--- src/rtl/fifo_pkg.sv ---
// +--------------------------------------------------------------------------+
// | Module      : fifo_pkg                                                   |
// | Description : Definitions shared by the shift-register FIFO and its read |
// |               side serial transmitter: default word width, the state     |
// |               encoding of the transmitter FSM and a frame-length helper. |
// |               The PARITY state is used only in builds that define        |
// |               FIFO_SERIAL_TX_PARITY_EN.                                  |
// | Revision    : 1.0 - initial release                                      |
// +--------------------------------------------------------------------------+
`default_nettype none

package fifo_pkg;

   // Word width shared between the FIFO and its consumers.
   localparam int unsigned c_fifo_data_width = 8;

   // Transmitter state encoding (3-bit, legacy-compatible constants).
   typedef logic [2:0] fifo_state_t;

   localparam fifo_state_t c_st_idle   = 3'd0;
   localparam fifo_state_t c_st_req    = 3'd1;
   localparam fifo_state_t c_st_wait   = 3'd2;
   localparam fifo_state_t c_st_start  = 3'd3;
   localparam fifo_state_t c_st_data   = 3'd4;
   localparam fifo_state_t c_st_parity = 3'd5;
   localparam fifo_state_t c_st_stop   = 3'd6;
   localparam fifo_state_t c_st_gap    = 3'd7;

   // Number of serial bits in one frame: start + data + (parity) + stop.
   function automatic int unsigned frame_bits(input int unsigned data_width,
                                              input bit          parity_en);
      return data_width + (parity_en ? 32'd3 : 32'd2);
   endfunction

endpackage : fifo_pkg

`default_nettype wire

--- src/rtl/bit_timer.sv ---
// +--------------------------------------------------------------------------+
// | Module      : bit_timer                                                  |
// | Description : Serial bit-period timer. A down-counter that is loaded     |
// |               with CLKS_PER_BIT-1 and, while enabled, pulses tick on the |
// |               last clock of each bit period and reloads itself, so       |
// |               consecutive bits need no further load.                     |
// | Revision    : 1.0 - initial release                                      |
// +--------------------------------------------------------------------------+
// | Ports                                                                    |
// |   clk     in  1  clock, all state on posedge                             |
// |   reset_n in  1  asynchronous active-low reset (counter cleared to 0)    |
// |   load    in  1  start a new bit period on the next clock                |
// |   enable  in  1  count while high                                        |
// |   tick    out 1  high during the final clock of a bit period             |
// +--------------------------------------------------------------------------+
`default_nettype none

module bit_timer #(
   parameter int CLKS_PER_BIT = 4
) (
   input  logic clk,
   input  logic reset_n,
   input  logic load,
   input  logic enable,
   output logic tick
);

   localparam int                 c_cnt_w  = $clog2(CLKS_PER_BIT);
   localparam logic [c_cnt_w-1:0] c_reload = c_cnt_w'(CLKS_PER_BIT - 1);

   logic [c_cnt_w-1:0] r_count;

   always_ff @(posedge clk or negedge reset_n) begin
      if (!reset_n) begin
         r_count <= '0;
      end else if (load) begin
         r_count <= c_reload;
      end else if (enable) begin
         if (r_count == '0) begin
            r_count <= c_reload;
         end else begin
            r_count <= r_count - 1'b1;
         end
      end
   end

   // A load in the same cycle restarts the period, so it masks the tick.
   assign tick = enable && !load && (r_count == '0);

endmodule : bit_timer

`default_nettype wire

--- src/rtl/fifo_serial_tx.sv ---
// +--------------------------------------------------------------------------+
// | Module      : fifo_serial_tx                                             |
// | Description : Read-side consumer of the shift-register FIFO. Pops one    |
// |               word per frame through the rd_en/rd_data/rd_val interface  |
// |               and shifts it out as a UART-style frame: start bit (0),    |
// |               data LSB first, optional even parity, stop bit (1).        |
// |               An empty read backs off for POLL_GAP cycles before polling |
// |               again. Optional feature macro: FIFO_SERIAL_TX_PARITY_EN    |
// |               inserts an even-parity bit between data and stop.          |
// | Revision    : 1.0 - initial release                                      |
// +--------------------------------------------------------------------------+
// | Ports                                                                    |
// |   clk          in  1           clock, all state on posedge               |
// |   reset_n      in  1           asynchronous active-low reset             |
// |   tx_en        in  1           level enable for issuing new reads        |
// |   fifo_rd_en   out 1           one-cycle read pulse to the FIFO          |
// |   fifo_rd_data in  DATA_WIDTH  FIFO data, valid the cycle after rd_en    |
// |   fifo_rd_val  in  1           FIFO read-valid, sampled only in WAIT     |
// |   tx_out       out 1           serial line, idles high                   |
// |   tx_busy      out 1           high from frame load to end of stop bit   |
// +--------------------------------------------------------------------------+
`default_nettype none

module fifo_serial_tx
   import fifo_pkg::*;
#(
   parameter int DATA_WIDTH   = c_fifo_data_width,
   parameter int CLKS_PER_BIT = 4,
   parameter int POLL_GAP     = 2
) (
   input  logic                  clk,
   input  logic                  reset_n,
   input  logic                  tx_en,
   output logic                  fifo_rd_en,
   input  logic [DATA_WIDTH-1:0] fifo_rd_data,
   input  logic                  fifo_rd_val,
   output logic                  tx_out,
   output logic                  tx_busy
);

   localparam int                 c_idx_w    = $clog2(DATA_WIDTH + 1);
   localparam int                 c_gap_w    = $clog2(POLL_GAP + 1);
   localparam logic [c_idx_w-1:0] c_last_bit = c_idx_w'(DATA_WIDTH - 1);
   localparam logic [c_gap_w-1:0] c_gap_last = c_gap_w'(POLL_GAP - 1);

   fifo_state_t           r_state;
   logic                  r_rd_en;
   logic                  r_tx_out;
   logic                  r_tx_busy;
   logic [DATA_WIDTH-1:0] r_shift;
   logic [c_idx_w-1:0]    r_bit_idx;
   logic [c_gap_w-1:0]    r_gap_cnt;
`ifdef FIFO_SERIAL_TX_PARITY_EN
   logic                  r_parity;
`endif

   logic                  w_timer_load;
   logic                  w_timer_en;
   logic                  w_tick;
   logic [DATA_WIDTH-1:0] w_shift_next;

   // The timer is started when a word is accepted, so it is already
   // counting on the first START cycle; it then free-runs through the frame.
   always_comb begin
      w_timer_load = 1'b0;
      w_timer_en   = 1'b0;
      if (r_state == c_st_wait) begin
         w_timer_load = fifo_rd_val;
      end
      if ((r_state == c_st_start) || (r_state == c_st_data) ||
          (r_state == c_st_parity) || (r_state == c_st_stop)) begin
         w_timer_en = 1'b1;
      end
   end

   assign w_shift_next = r_shift >> 1;

   bit_timer #(
      .CLKS_PER_BIT (CLKS_PER_BIT)
   ) u_bit_timer (
      .clk     (clk),
      .reset_n (reset_n),
      .load    (w_timer_load),
      .enable  (w_timer_en),
      .tick    (w_tick)
   );

   // Every output is a register; tx_out is updated one clock ahead of the
   // state it belongs to so the line changes exactly on the bit boundary.
   always_ff @(posedge clk or negedge reset_n) begin
      if (!reset_n) begin
         r_state   <= c_st_idle;
         r_rd_en   <= 1'b0;
         r_tx_out  <= 1'b1;
         r_tx_busy <= 1'b0;
         r_shift   <= '0;
         r_bit_idx <= '0;
         r_gap_cnt <= '0;
`ifdef FIFO_SERIAL_TX_PARITY_EN
         r_parity  <= 1'b0;
`endif
      end else begin
         case (r_state)
            c_st_idle: begin
               if (tx_en) begin
                  r_rd_en <= 1'b1;
                  r_state <= c_st_req;
               end
            end
            c_st_req: begin
               r_rd_en <= 1'b0;
               r_state <= c_st_wait;
            end
            c_st_wait: begin
               if (fifo_rd_val) begin
                  r_shift   <= fifo_rd_data;
                  r_bit_idx <= '0;
                  r_tx_busy <= 1'b1;
                  r_tx_out  <= 1'b0;
`ifdef FIFO_SERIAL_TX_PARITY_EN
                  r_parity  <= ^fifo_rd_data;
`endif
                  r_state   <= c_st_start;
               end else begin
                  r_gap_cnt <= '0;
                  r_state   <= c_st_gap;
               end
            end
            c_st_gap: begin
               if (r_gap_cnt == c_gap_last) begin
                  r_gap_cnt <= '0;
                  r_state   <= c_st_idle;
               end else begin
                  r_gap_cnt <= r_gap_cnt + 1'b1;
               end
            end
            c_st_start: begin
               if (w_tick) begin
                  r_tx_out <= r_shift[0];
                  r_state  <= c_st_data;
               end
            end
            c_st_data: begin
               if (w_tick) begin
                  if (r_bit_idx == c_last_bit) begin
`ifdef FIFO_SERIAL_TX_PARITY_EN
                     r_tx_out <= r_parity;
                     r_state  <= c_st_parity;
`else
                     r_tx_out <= 1'b1;
                     r_state  <= c_st_stop;
`endif
                  end else begin
                     r_shift   <= w_shift_next;
                     r_tx_out  <= w_shift_next[0];
                     r_bit_idx <= r_bit_idx + 1'b1;
                  end
               end
            end
`ifdef FIFO_SERIAL_TX_PARITY_EN
            c_st_parity: begin
               if (w_tick) begin
                  r_tx_out <= 1'b1;
                  r_state  <= c_st_stop;
               end
            end
`endif
            c_st_stop: begin
               if (w_tick) begin
                  r_tx_busy <= 1'b0;
                  r_state   <= c_st_idle;
               end
            end
            default: begin
               r_rd_en   <= 1'b0;
               r_tx_out  <= 1'b1;
               r_tx_busy <= 1'b0;
               r_state   <= c_st_idle;
            end
         endcase
      end
   end

   assign fifo_rd_en = r_rd_en;
   assign tx_out     = r_tx_out;
   assign tx_busy    = r_tx_busy;

endmodule : fifo_serial_tx

`default_nettype wire

--- config.mk ---
export PLATFORM = sky130hd
export DESIGN_NAME = fifo_serial_tx
export DESIGN_NICKNAME = d
export VERILOG_FILES = /design/src/rtl/fifo_pkg.sv /design/src/rtl/bit_timer.sv /design/src/rtl/fifo_serial_tx.sv
export SDC_FILE = /design/constraint.sdc
export NUM_CORES = 1
export LEC_CHECK = 0
export ABC_CLOCK_PERIOD_IN_PS = 3900
export CAP_MARGIN = 5
export CORE_ASPECT_RATIO = 1.2
export CORE_MARGIN = 8
export CORE_UTILIZATION = 55
export CTS_BUF_LIST = sky130_fd_sc_hd__clkbuf_8 sky130_fd_sc_hd__clkbuf_16
export CTS_CLUSTER_SIZE = 14
export DETAILED_ROUTE_END_ITERATION = 12
export PLACE_DENSITY_LB_ADDON = 0.08
export SETUP_SLACK_MARGIN = 0.15
export SLEW_MARGIN = 15
export SYNTH_ARGS = -nofsm -noshare
export SYNTH_HDL_FRONTEND = slang
export SYNTH_SLANG_ARGS = --single-unit
--- constraint.sdc ---
create_clock -name clk -period 3.9 [get_ports clk]
set_clock_uncertainty 0.2 [all_clocks]
set_input_delay 0.39 -clock clk [delete_from_list [all_inputs] [get_ports clk]]
set_output_delay 0.39 -clock clk [all_outputs]
set_load 0.02 [all_outputs]
==> flow_metrics.tcl, run 1 <==
set metrics [dict create \
    worst_pin_slew_ps 960 \
    netlist-cell-type-count 42 \
    grt_pass1_vias 980 \
    fp.dieH_um 69.7 \
    grt_pass1_wl_mm 4.18 \
    dp_cells 158 \
    power.switching_uw 438 \
    fin_cells 162 \
    p_int_uw 729 \
    dieWidth_um 60.7 \
    synth_nets 134 \
    ff_latch_area_sq_um 552 \
    crit_path_end_kind "register" \
    leakagePower_uw 0.000626 \
    cp_slowest_cell "dfrtp_1" \
    fp.dieArea_sq_um 4230 \
    clkLatencyLatePin_ps 260 \
    synthXorXnorAreaFrac 0.00664 \
    areaGrowthSynthToFinish_pct 13.9 \
    synth_cells 120 \
    synthArstFlopShare 1.00 \
    timing.setup.tns_ps 0 \
    synth_area_per_cell_sq_um 11.0 \
    cp_common_cell "mux2_2" \
    cp.arrival_ps 2190 \
    synth_edf_count 0 \
    yosysSeqAreaShare 0.418 \
    slew_headroom 0.358 \
    grt_max_degree 23 \
    antenna_found_initial 0 \
    fin_util 0.659 \
    cellPowerDensity_nw_per_um2 776 \
    synth_top_family_by_area "compound AO/OA/AOI/OAI gates" \
    switching_share 0.376 \
    synthAdderAreaFrac 0.0190 \
    drive_above_1_share 0.214 \
    post_drt_wl_per_cell_um 14.9 \
    drt-vias-per-instance 5.80 \
    seqPwrFrac 0.391 \
    synth_commonest_cells "dfrtp_1, mux2_2, inv_1, o21ai_0" \
    start_util 0.578 \
    postRouteAntennaNets 0 \
    antenna_cells 0 \
    finalSetupViolCount 0 \
    cp.required_ps 3840 \
    cts-resized-gates 0 \
    cts-htree-levels 1 \
    path_max_fanout 21 \
    yosysTopAreaCell "dfrtp_1" \
    synth_area_sq_um 1320 \
    synthTopCellsByArea "dfrtp_1, mux2_2, mux2i_1, buf_6, inv_1" \
    status "complete, no violations" \
    cts-hold-fix-buffers 0 \
    cp_num_buf_inv 1 \
    synth_flop_cell "dfrtp_1" \
    cts.clk_slew.worst_paths_ps 80 \
    synth_seq_cells 22 \
    synth_top_area_frac 0.398 \
    dp_hpwl_mm 1.72 \
    ir_drop_uv 455 \
    hold_violations 0 \
    firstDrtPassIters 4 \
    cts_tree "built" \
    post_cts_buffers 0 \
    p_comb_frac 0.471 \
    num_rows 19 \
    port_buffers 14 \
    synth_compound_area_frac 0.191 \
    cts_root_buffer "clkbuf_8" \
    num-nets-final 146 \
    drc 0 \
    yosysMostFrequentCell "dfrtp_1" \
    wl_mm 2.41 \
    cts_inserted_buffers 3 \
    fmax_mhz 445 \
    core_sq_um 2280 \
    fillerInstances 192 \
    reg2reg_slack_ps 1650 \
    cp_cell_sequence "nor3b_2 -> buf_4 -> mux2_2 -> mux2_2" \
    multiInputGateArea_sq_um 681 \
    drv_cap 0 \
    power_frac_clock 0.138 \
    cp_top_family "flip-flops" \
    clockBufferDepth 2 \
    finalCritPeriodShare 0.577 \
    grt.total_usage 0.122 \
    min_path_type "reg2reg" \
    crit_type "reg2reg" \
    grt_overflow_total 0 \
    io_pins 15 \
    clock-sinks 22 \
    via_count 939 \
    drt_iter0_markers 38 \
    post-route-min-period_ps 2250 \
    drv_slew 0 \
    rsz0062_at_grt "false" \
    ys_warn_count 0 \
    gp_congestion 0.785 \
    start_kind "register" \
    critPathMaxStageDelay_ps 770 \
    synth_simple_gate_area_share 0.133 \
    synth_mux_area_frac 0.167 \
]
[stage by stage]
step	setup slack, ps	hold slack (ps)	power (uW)	cell area, sq um
floorplan	2150	-106	909	1320
CTS	1660	306	1180	1500
finish	1650	305	1170	1500
global route	1550	315	1260	1500
detailed placement	1690	287	1010	1450
global placement	1720	282	989	1450
[kinds of logic (layout without fill, tap and decap cells)]
kind of cell             count (synthesis)  in the layout
adder cells (fa/ha/maj)                  2              2
buffers and inverters                   16             27
AND/OR/NAND/NOR                         26             26
multiplexers                            20             20
XOR/XNOR                                 1              1
AO/OA/AOI/OAI                           33             33
flip-flops                              22             22
[final timing paths]
kind / start / endpoint / cells after the start
max: r_state[2] / r_shift[0] / 4
min: r_gap_cnt[1] / r_gap_cnt[1] / 1
max reg2reg: r_state[2] / r_shift[0] / 4
min reg2reg: r_gap_cnt[1] / r_gap_cnt[1] / 1
max in group asynchronous: reset_n / r_shift[4] / 1
min in group asynchronous: reset_n / u_bit_timer.r_count[0] / 1
[cell type report]
class / instances / area share
inverters: 8 / 0.0200
repair buffers: 15 / 0.0982
clock buffers: 4 / 0.0366
flip-flops and latches: 22 / 0.367
multi-input cells: 82 / 0.453
well taps: 31 / 0.0258
[placed cells by master (no fill, tap or decap), drive strengths merged, types with 2 or more instances in the layout]
cell type / n
inv: 8
nor3: 3
nand2b: 2
a21oi: 4
o21ai: 5
dfrtp: 21
ha: 2
o21a: 2
mux2i: 4
clkbuf: 4
nor2b: 4
a32oi: 2
and3: 2
clkdlybuf4s50: 14
a2bb2oi: 2
nand2: 4
mux2: 16
nor3b: 2
a31oi: 5
o21bai: 2
o221ai: 2
nand3b: 3
[layer usage]
layer	vias up	routed length, um	global-route usage	share of wire
met4	0	15	0.0390	0.0062
met2	14	1240	0.200	0.51
li1	469	-	-	-
met1	454	1100	0.152	0.46
met3	2	57	0.0241	0.024
met5	-	0	0	0
[state kept, by name, summed over array words and instances (netlist names)]
register             count
r_state                  3
r_gap_cnt                2
u_bit_timer.r_count      2
fifo_rd_en               1
tx_busy                  1
tx_out                   1
r_shift                  8
r_bit_idx                4
[power groups by stage]
| stage | Sequential, uW | Combinational, uW | Clock [uW] |
|---|---|---|---|
| after floorplan | 411 | 498 | 0 |
| after CTS | 455 | 557 | 166 |
| after detailed placement | 460 | 552 | 0 |
| after global placement | 452 | 537 | 0 |
| final | 457 | 549 | 161 |
| after global routing | 475 | 610 | 172 |
[worst register-to-register path: stages, from the launching register on]
cell and delay [ps]:
dfrtp_1 770, nor3b_2 280, buf_4 260, mux2_2 360, mux2_2 260
Power figures use the tool's default switching activity.
==> run 2: changes to the inputs <==
- ABC_CLOCK_PERIOD_IN_PS: 3900 -> 2100
- clock period: 3.9 -> 2.1 ns (I/O delays scaled with it)
==> flow_metrics.tcl, run 2 (synthesis gave the netlist of run 1 again) <==
set metrics [dict create \
    finalCritPeriodShare 0.867 \
    worst_pin_slew_ps 385 \
    fin_total_pwr_uw 2280 \
    areaGrowthSynthToFinish_pct 19.1 \
    fillerInstances 186 \
    wl_mm 2.52 \
    antenna_cells 0 \
    postRouteAntennaNets 0 \
    placed_area_sq_um 1510 \
    cp_cell_sequence "ha_1 -> nand3b_1 -> a31oi_4 -> mux2_2" \
    crit_path_end_kind "register" \
    num-nets-final 153 \
    hold_violations 0 \
    cp_slowest_cell "a31oi_4" \
    cts_root_buffer "clkbuf_8" \
    drt-vias-per-instance 5.82 \
    r2r_cells 4 \
    finalSetupViolCount 0 \
    drive_above_1_share 0.261 \
    start_util 0.578 \
    firstDrtPassIters 4 \
    dp_cells 165 \
    ff_latch_area_sq_um 552 \
    cts.clk_slew.worst_paths_ps 80 \
    fp.dieArea_sq_um 4230 \
    gp_congestion 0.756 \
    via_count 983 \
    cp.required_ps 2050 \
    rsz0062_at_grt "false" \
    port_buffers 14 \
    slew_headroom 0.743 \
    min_path_type "in2async" \
    reg2reg_slack_ps 280 \
    leakagePower_uw 0.000662 \
    antenna_found_initial 0 \
    cp.arrival_ps 1770 \
    grt_pass1_wl_mm 4.38 \
    fin_area_sq_um 1570 \
    grt_max_degree 23 \
    cts-htree-levels 1 \
    critPathMaxStageDelay_ps 390 \
    io_pins 15 \
    drc 0 \
    dp_hpwl_mm 1.80 \
    grt.total_usage 0.131 \
    reg2reg_from "r_bit_idx[0]" \
    largest-register "r_shift" \
    reg.largest.list "r_shift x8, r_bit_idx x4, r_state x3" \
    grt_overflow_total 0 \
    ir_drop_uv 931 \
    clkLatencyLatePin_ps 260 \
    largest_reg_flops 8 \
    path_max_fanout 10 \
    dieWidth_um 60.7 \
    post_drt_wl_per_cell_um 14.9 \
    multiInputGateArea_sq_um 683 \
    status "complete, no violations" \
    cts_tree "built" \
    post-route-min-period_ps 1820 \
    drv_slew 0 \
    crit_type "reg2reg" \
    fin_cells 169 \
    clock-sinks 22 \
    fmax_mhz 549 \
    cellPowerDensity_nw_per_um2 1450 \
    core_sq_um 2280 \
    fin_util 0.689 \
    num_rows 19 \
    clockBufferDepth 2 \
    drt_iter0_markers 13 \
    cts_inserted_buffers 3 \
    timing.setup.tns_ps 0 \
    mostFrequentLayoutCells "dfrtp_1, mux2_2, clkdlybuf4s50_1" \
    drv_cap 0 \
    final_common_cell "dfrtp_1" \
    fp.dieH_um 69.7 \
    start_kind "register" \
    grt_pass1_vias 990 \
    reg2reg_to "r_shift[2]" \
]
-- run 2: cell types whose count changed in the layout (fill, tap and decap cells not counted) --
| cell | before | now |
|---|---|---|
| buf_12 | 0 | 1 |
| buf_4 | 1 | 7 |
| ha_1 | 2 | 1 |
| ha_2 | 0 | 1 |
-- run 2: worst max-delay path by stage --
stage                      startpoint         end  slack, ps  cells past startpoint
2_1_floorplan            r_bit_idx[0]  r_shift[0]        350                      4
3_3_place_gp              fifo_rd_val  r_shift[4]        190                      4
3_5_place_dp              fifo_rd_val  r_shift[3]        170                      4
4_1_cts        u_bit_timer.r_count[0]  r_shift[3]        180                      4
5_1_grt                  r_bit_idx[0]  r_shift[7]        190                      4
6_report                 r_bit_idx[0]  r_shift[2]        280                      4
-- run 2: per-layer routing --
| metal | GRT usage | share of wire | up-vias |
|---|---|---|---|
| met3 | 0.0371 | 0.031 | 5 |
| met5 | 0 | 0 | - |
| li1 | - | - | 479 |
| met1 | 0.172 | 0.46 | 482 |
| met4 | 0.0416 | 0.011 | 0 |
| met2 | 0.198 | 0.49 | 17 |
-- run 2: cell type report --
| cell class | count | share of cell area |
|---|---|---|
| Multi-Input combinational cell | 82 | 0.435 |
| Sequential cell | 22 | 0.351 |
| Timing Repair Buffer | 22 | 0.135 |
| Clock buffer | 4 | 0.0350 |
| Tap cell | 31 | 0.0247 |
| Inverter | 8 | 0.0191 |
-- run 2: report_power, final --
part	switching, uW	internal, uW
Clock	134	167
Combinational	590	644
Sequential	116	624
-- run 2: worst max-delay path: cells and delay by family (launching register included) --
kind,cells,cell delay (ps)
adder cells (fa/ha/maj),1,200
AND/OR/NAND/NOR,1,160
multiplexers,1,380
flip-flops,1,370
AO/OA/AOI/OAI,1,390
-- run 2: through the flow --
step	hold WS (ps)	setup slack (ps)
2_1_floorplan	-286	348
3_3_place_gp	279	191
3_5_place_dp	282	168
4_1_cts	104	175
5_1_grt	148	190
6_report	99.9	279
-- run 2: repair_timing --
action / 4_1_cts / 5_1_grt
resized for setup: 0 / 1
buffers inserted: 0 / 0
setup endpoints to repair: 0 / 9
hold buffers: 0 / 0
